## src/rtl/id_ex_register_pkg.sv

```systemverilog
// Shared CPU definitions used by the ID/EX pipeline register:
// ALU operation classes, control-bundle layout and register-address width.
package id_ex_register_pkg;

    localparam int REG_ADDR_W = 5;
    localparam int DATA_W     = 32;
    localparam int FUNCT_W    = 10;
    localparam int ALU_OP_W   = 2;

    typedef enum logic [ALU_OP_W-1:0] {
        ALUOP_ADD    = 2'b00,
        ALUOP_BRANCH = 2'b01,
        ALUOP_RTYPE  = 2'b10,
        ALUOP_ITYPE  = 2'b11
    } alu_op_e;

    typedef struct packed {
        logic alu_src;
        logic reg_write;
        logic mem_to_reg;
        logic mem_read;
        logic mem_write;
    } ctrl_t;

    localparam int CTRL_W = $bits(ctrl_t);

endpackage

```

## src/rtl/id_ex_register_sat_counter.sv

```systemverilog
// Saturating up-counter used to count bubble/stall cycles.
// Clear has priority over increment; the count never wraps.
module sat_counter #(
    parameter int CNT_W = 16
) (
    input  logic             clk_i,
    input  logic             rst_i,
    input  logic             inc,
    input  logic             clr,
    output logic [CNT_W-1:0] cnt
);

    always_ff @(posedge clk_i) begin
        if (rst_i || clr) begin
            cnt <= '0;
        end else if (inc && (cnt != {CNT_W{1'b1}})) begin
            cnt <= cnt + 1'b1;
        end
    end

endmodule

```

## src/rtl/id_ex_register.sv

```systemverilog
// ID/EX pipeline register with stall/flush, load-use hazard detection
// and a saturating bubble counter.
module id_ex_register
    import id_ex_register_pkg::*;
#(
    parameter int CNT_W = 16
) (
    input  logic                  clk_i,
    input  logic                  rst_i,
    input  logic                  stall_i,
    input  logic                  flush_i,
    input  logic                  valid_i,
    input  logic [DATA_W-1:0]     RS1data_i,
    input  logic [DATA_W-1:0]     RS2data_i,
    input  logic [DATA_W-1:0]     imm_i,
    input  logic [REG_ADDR_W-1:0] RS1addr_i,
    input  logic [REG_ADDR_W-1:0] RS2addr_i,
    input  logic [REG_ADDR_W-1:0] RDaddr_i,
    input  logic [FUNCT_W-1:0]    funct_i,
    input  logic [ALU_OP_W-1:0]   ALUOp_i,
    input  logic                  ALUSrc_i,
    input  logic                  RegWrite_i,
    input  logic                  MemtoReg_i,
    input  logic                  MemRead_i,
    input  logic                  MemWrite_i,
    input  logic                  cnt_clr_i,
    output logic [DATA_W-1:0]     RS1data_o,
    output logic [DATA_W-1:0]     RS2data_o,
    output logic [DATA_W-1:0]     imm_o,
    output logic [REG_ADDR_W-1:0] RS1addr_o,
    output logic [REG_ADDR_W-1:0] RS2addr_o,
    output logic [REG_ADDR_W-1:0] RDaddr_o,
    output logic [FUNCT_W-1:0]    funct_o,
    output logic [ALU_OP_W-1:0]   ALUOp_o,
    output logic                  ALUSrc_o,
    output logic                  RegWrite_o,
    output logic                  MemtoReg_o,
    output logic                  MemRead_o,
    output logic                  MemWrite_o,
    output logic                  valid_o,
    output logic                  hazard_o,
    output logic [CNT_W-1:0]      bubble_cnt_o
);

    ctrl_t   ctrl_q;
    ctrl_t   ctrl_load;
    alu_op_e alu_op_q;
    logic    bubble;

    // An invalid instruction enters EX with its side-effecting controls killed.
    assign ctrl_load = '{
        alu_src:    ALUSrc_i,
        reg_write:  RegWrite_i & valid_i,
        mem_to_reg: MemtoReg_i & valid_i,
        mem_read:   MemRead_i & valid_i,
        mem_write:  MemWrite_i & valid_i
    };

    always_ff @(posedge clk_i) begin
        if (rst_i || flush_i) begin
            valid_o   <= 1'b0;
            RS1data_o <= '0;
            RS2data_o <= '0;
            imm_o     <= '0;
            RS1addr_o <= '0;
            RS2addr_o <= '0;
            RDaddr_o  <= '0;
            funct_o   <= '0;
            alu_op_q  <= ALUOP_ADD;
            ctrl_q    <= '0;
        end else if (!stall_i) begin
            valid_o   <= valid_i;
            RS1data_o <= RS1data_i;
            RS2data_o <= RS2data_i;
            imm_o     <= imm_i;
            RS1addr_o <= RS1addr_i;
            RS2addr_o <= RS2addr_i;
            RDaddr_o  <= RDaddr_i;
            funct_o   <= funct_i;
            alu_op_q  <= alu_op_e'(ALUOp_i);
            ctrl_q    <= ctrl_load;
        end
    end

    assign ALUOp_o    = alu_op_q;
    assign ALUSrc_o   = ctrl_q.alu_src;
    assign RegWrite_o = ctrl_q.reg_write;
    assign MemtoReg_o = ctrl_q.mem_to_reg;
    assign MemRead_o  = ctrl_q.mem_read;
    assign MemWrite_o = ctrl_q.mem_write;

    assign hazard_o = valid_i & valid_o & ctrl_q.mem_read & (RDaddr_o != '0)
                    & ((RDaddr_o == RS1addr_i) | (RDaddr_o == RS2addr_i));

    // A bubble is any edge on which no valid instruction advances into EX.
    assign bubble = flush_i | stall_i | ~valid_i;

    sat_counter #(
        .CNT_W(CNT_W)
    ) u_bubble_cnt (
        .clk_i(clk_i),
        .rst_i(rst_i),
        .inc  (bubble),
        .clr  (cnt_clr_i),
        .cnt  (bubble_cnt_o)
    );

endmodule

```

## config.mk

```make
export PLATFORM = sky130hd
export DESIGN_NAME = id_ex_register
export DESIGN_NICKNAME = d
export VERILOG_FILES = /design/src/rtl/id_ex_register_pkg.sv /design/src/rtl/id_ex_register_sat_counter.sv /design/src/rtl/id_ex_register.sv
export SDC_FILE = /design/constraint.sdc
export NUM_CORES = 1
export LEC_CHECK = 0
export BUFFER_PORTS_ARGS = -buffer_cell sky130_fd_sc_hd__buf_2
export CELL_PAD_IN_SITES_DETAIL_PLACEMENT = 2
export CELL_PAD_IN_SITES_GLOBAL_PLACEMENT = 2
export CORE_MARGIN = 3
export CORE_UTILIZATION = 28
export CTS_CLUSTER_DIAMETER = 120
export DETAILED_ROUTE_END_ITERATION = 12
export PLACE_DENSITY_LB_ADDON = 0.1
export SYNTH_ARGS = -nofsm -noshare
export SYNTH_HDL_FRONTEND = slang
export SYNTH_SLANG_ARGS = --single-unit
```

## constraint.sdc

```tcl
create_clock -name clk_i -period 5.1 [get_ports clk_i]
set_clock_uncertainty 0.1 [all_clocks]
set_input_delay 0 -clock clk_i [delete_from_list [all_inputs] [get_ports clk_i]]
set_output_delay 0 -clock clk_i [all_outputs]
set_load 0.05 [all_outputs]
```

# Word-level counts from Yosys, hierarchy flattened
# Index checks and enable logic that the tools add are counted.
# totals
regBits	145
input_bits	134
output_inout_bits	146
elab_cells	35
# op_classes
add_sub_neg	1
n_eq_ne	3
bitwise	12
n_reduce_logical	4
# ops
cell	n
adder 16 x 1 -> 16 bit (second input constant)	1
inequality test 16 bit (second input constant)	1
== test 5 bit	2
bitwise AND 1 bit	8
nonzero test 5 bit	1
bitwise OR 1 bit	3
logical OR 1 bit	2
logical AND 1 bit	1
inverter 1 bit	1

# Longest topological paths before layout
# logic_depth
ltp_word	4
ltp_mapped	7
depth_no_buf	5

# Hierarchy
# Synthesis repeated with hierarchy kept, for this count alone.
# unflattened
cells_unflattened	531
area_unflattened_um2	5500.3
# by_module_without_submodules
mod	instances	cells_per_inst	area_each_um2	seq_area_each_um2
id_ex_register	1	436	4653.2	2582.5
sat_counter	1	95	847.1	320.3

# Worst setup path after synthesis
# OpenSTA, ideal clock, no wires.
# synth_timing
kind	reg-to-reg
startpoint	reg u_bubble_cnt.cnt[0]
endpoint	reg u_bubble_cnt.cnt[11]
setup_ns	0.115
t_arrival_ns	2.104
required_time_ns	4.885
setup_slack_ns	2.781
path_stages_with_launch	8
path_buffers	2
synth_period_minus_slack_ns	2.319
path_cell_list	dfxtp_1 -> ha_1 -> nand4_2 -> o41ai_4 -> buf_6 -> buf_6 -> nor4_1 -> o21a_1
# synth_via
elab_chain_cells	2
word_cells_on_any_way	3
classes_between	1 x add/sub; 1 x eq/ne; 1 x reduce/logical
# synth_rtl
element	line_no	text
start: declaration	id_ex_register_sat_counter.sv:10	output logic [CNT_W-1:0] cnt
start signal: assignment	id_ex_register_sat_counter.sv:17	cnt <= cnt + 1'b1;
branches (longest 2 deep; another with adder 16 x 1 -> 16 bit)	--	
# Several ways; the timed one is not identified.
# A chain may end at the register's enable or synchronous reset.

# Worst setup path after layout
# layout_timing
startpoint	reg u_bubble_cnt.cnt[0]
endpoint	reg u_bubble_cnt.cnt[15]
# Same word-level chain as after synthesis.

==> run summary <==
The layout has 2063 filler cells. For the number of hold violations in the final report, the log shows 0. The H-tree generated during clock tree synthesis spans 4 levels. The floorplan step set the die width to 146 µm.

The congestion estimate from routability-driven global placement came to 0.751. Nature of the critical path endpoint: a flop. In this run the cell area of the synthesized design comes to 5460 µm². In the final layout, flip-flops and latches occupy 2900 µm².

The tools report the number of unique standard cell types used by synthesis as 42. For the arrival time reported for the critical path endpoint, the log shows 3.25 ns. The run gives 145 as the count of clock tree sinks.

The number of antenna violations at the first check in global routing is 2. At the pin with the least slew margin, the transition time is 1.03 ns. The worst-case clock buffer depth was 2; the number of gates resized after CTS was 0. The detail-routed net length per standard cell is 18.9 µm, and the number of synthesized flops with an enable pin is 0. The post-detailed-route via-to-cell ratio is 4.60, and the total routing usage reported by global routing is 21.2%. The first global-routing pass estimated 35700 µm of wire. The logs give 47.3% for the utilization after layout and 0 for the count of endpoints failing setup in the final report. For the count of buffers added by post-CTS timing repair for setup, the log shows 0. The tools report the clock latency on the worst-skew pair as 0.42 ns. Derived from the worst setup path, the maximum achievable clock frequency is 335 MHz.

The run gives 6367 as the number of global-route vias before repair. The post-detailed-placement cell area is 7060 µm². Power spread over the standard cell area amounts to 322 nW/µm². Library cell used as clock root buffer: sky130_fd_sc_hd__clkbuf_16. For this run, the register share of the synthesized area comes to 53.1%. Summed over all layers, the global routing overflow is 0. The starting utilization of the core area was 28.8%. During placement, the flow inserted port buffers numbering 279. After clock tree synthesis, the clock-pin slew on the worst setup and hold paths is 0.06 ns.

During synthesis, Yosys emitted a total of 0 warnings. The logs give 2.89 mW for the final total power and 532 for the synthesized instance count. The period utilization was 58.5%.

The clock period could shrink to 2.99 ns. The run gives 1066 as the layout net count. The run gives 22800 µm as the total routed wirelength. The count of antenna-violating nets left after detailed routing is 0. The worst setup path is of the reg -> reg kind. The final sum of negative setup slack is 0 ns. The flow ran to the end, and the final reports show no timing, DRC or antenna violations. The tools report the required time of the critical path as 5.36 ns. The tools report the count of maximum capacitance violations as 0.

Entering global routing, the biggest net connects 74 pins. The wire-length estimate of the detail-placed layout is 14200 µm. Setup repair after global routing left no endpoint under its margin. The tools report the via total after detailed routing as 5547. For the number of violations reported at the end of detailed-routing iteration 0, the log shows 135. Measured along the y axis, the die boundary spans 146 µm.

The max-slew violation count was 0. The number of hold buffers added after CTS was 132; the fraction of final layout cells with drive strength greater than 1 was 34.1%. The run gives 17 as the number of clock buffers inserted by TritonCTS. The highest ir drop seen on vdd was 0.000237 V. The async set-reset flop share out of synthesis works out to 0%. 280 I/O pins were placed. Compared with the post-synthesis result, the final layout area differs by 64.1%.

TritonCTS built the clock tree. The run gives 667 as the post-synth net total. The tools report the area occupied by multi-input gates as 2400 µm². The die area came out at 21200 µm². The static power due to leakage is 4.44 nW, and the number of standard-cell rows in the floorplan is 50. The maximum fanout count along the critical path is 21, and the finished layout cell area is 8970 µm². Headroom to the max-slew limit came out at 31.5%. The average footprint of a synthesized cell was 10.3 µm². The run gives 4 as the number of optimization iterations in the first detailed-route pass.

The tightest min-delay check is of the in -> reg type. The number of design rule violations left after detail routing is 0. The core region is 19000 µm². Among all flip-flop cells after synthesis, the most frequent one is sky130_fd_sc_hd__dfxtp_1. The number of synthesized register bits was 145. The launching element type of the critical path was a flop.
==> worst max-delay path, stage by stage (launching register included) <==
cell	delay, ns
sky130_fd_sc_hd__dfxtp_1	0.41
sky130_fd_sc_hd__ha_1	0.25
sky130_fd_sc_hd__nand4_2	0.21
sky130_fd_sc_hd__o41ai_4	0.98
sky130_fd_sc_hd__or4_1	0.25
sky130_fd_sc_hd__mux2i_1	0.18
sky130_fd_sc_hd__dlygate4sd3_1	0.55
==> metal layers <==
| metal | GRT usage, % | vias to the layer above | share of wire, % |
|---|---|---|---|
| li1 | - | 2615 | - |
| met5 | 0 | - | 0 |
| met2 | 40.5 | 197 | 55 |
| met3 | 6.20 | 34 | 5.8 |
| met4 | 8.12 | 0 | 2.6 |
| met1 | 21.7 | 2701 | 37 |
==> cell families after synthesis <==
| kind of cell | after synthesis | synth area share, % |
|---|---|---|
| and+or+nand+nor | 181 | 14.6 |
| adders and majority gates | 1 | 0.229 |
| DFF | 145 | 53.1 |
| AOI/OAI and AO/OA | 33 | 4.26 |
| xor gates and xnor gates | 11 | 1.76 |
| buffers and inverters | 35 | 2.95 |
| muxes | 126 | 23.1 |
==> cell type report <==
cell class / instances / area share (%)
sequential: 145 / 32.4
timing repair buffer: 413 / 30.5
multi-input combinational: 352 / 26.8
clock buffer: 20 / 4.98
tap: 260 / 3.63
clock inverter: 11 / 1.55
inverter: 2 / 0.0837
antenna: 2 / 0.0558
==> Yosys cell counts (2+ instances only) <==
master | n | share of area (%)
sky130_fd_sc_hd__a21oi_1 | 12 | 1.1
sky130_fd_sc_hd__a22oi_1 | 4 | 0.55
sky130_fd_sc_hd__buf_1 | 2 | 0.14
sky130_fd_sc_hd__buf_2 | 12 | 1.1
sky130_fd_sc_hd__buf_6 | 2 | 0.41
sky130_fd_sc_hd__clkbuf_1 | 17 | 1.2
sky130_fd_sc_hd__dfxtp_1 | 145 | 53
sky130_fd_sc_hd__inv_1 | 2 | 0.14
sky130_fd_sc_hd__mux2i_1 | 126 | 23
sky130_fd_sc_hd__nand2_1 | 8 | 0.55
sky130_fd_sc_hd__nand3_1 | 7 | 0.64
sky130_fd_sc_hd__nand4_1 | 4 | 0.46
sky130_fd_sc_hd__nor2_1 | 132 | 9.1
sky130_fd_sc_hd__nor3_1 | 2 | 0.18
sky130_fd_sc_hd__nor4_1 | 2 | 0.23
sky130_fd_sc_hd__o21ai_0 | 4 | 0.37
sky130_fd_sc_hd__o21ai_1 | 3 | 0.27
sky130_fd_sc_hd__o31ai_1 | 2 | 0.27
sky130_fd_sc_hd__or2_2 | 3 | 0.34
sky130_fd_sc_hd__or3_1 | 9 | 1.0
sky130_fd_sc_hd__or4_1 | 4 | 0.55
sky130_fd_sc_hd__xnor2_1 | 5 | 0.80
sky130_fd_sc_hd__xor2_1 | 6 | 0.96
==> report_power, final <==
group / switching (mW) / leakage, nW / internal, mW
registers: 0.0217 / 1.18 / 1.17
logic: 0.259 / 2.98 / 0.184
clock network: 0.482 / 0.285 / 0.776
total: 0.762 / 4.44 / 2.13
==> final timing paths <==
path | start | end | slack (ns) | depth (start not counted)
worst max-delay path | u_bubble_cnt.cnt[0]$_SDFFE_PP0P_ | u_bubble_cnt.cnt[15]$_SDFFE_PP0P_ | 2.11 | 6
worst min-delay path | valid_i | valid_o$_SDFFE_PP0N_ | 0.02 | 4
worst max register to register | u_bubble_cnt.cnt[0]$_SDFFE_PP0P_ | u_bubble_cnt.cnt[15]$_SDFFE_PP0P_ | 2.11 | 6
worst min register to register | RS1data_o[26]$_SDFFE_PP0N_ | RS1data_o[26]$_SDFFE_PP0N_ | 0.39 | 2
==> sequential cells by signal, summed over array words and instances (netlist names), 2 cells and up <==
register,cells
RS2addr_o,5
funct_o,10
RS1data_o,32
RS2data_o,32
imm_o,32
u_bubble_cnt.cnt,16
ALUOp_o,2
RDaddr_o,5
RS1addr_o,5
==> placed cells by master (no fill, tap or decap), drive strengths merged, types with 2 or more instances in the layout <==
cell         count
nand2            9
o41ai            2
bufinv           3
o31ai            2
nor4             2
dlygate4sd3    132
dfxtp          145
nor2           132
inv              2
a22oi            4
o21ai            7
or4              4
diode            2
a21oi           12
buf            281
nand4            5
xnor2            5
clkinv           6
xor2             6
or3             10
clkinvlp         2
mux2i          126
or2              4
clkbuf          20
nor3             2
nand3            8
==> through the flow <==
| stage | hold WS [ns] | worst slack (ns) | cells |
|---|---|---|---|
| floorplan | 0.0439 | 2.78 | 532 |
| global placement | 0.130 | 2.78 | 1040 |
| detailed placement | 0.141 | 2.64 | 1040 |
| CTS | 0.0111 | 2.11 | 1203 |
| global route | 0.0648 | 1.89 | 1205 |
| finish | 0.0189 | 2.11 | 1205 |
Note: power is estimated with default switching activity, not from simulation.
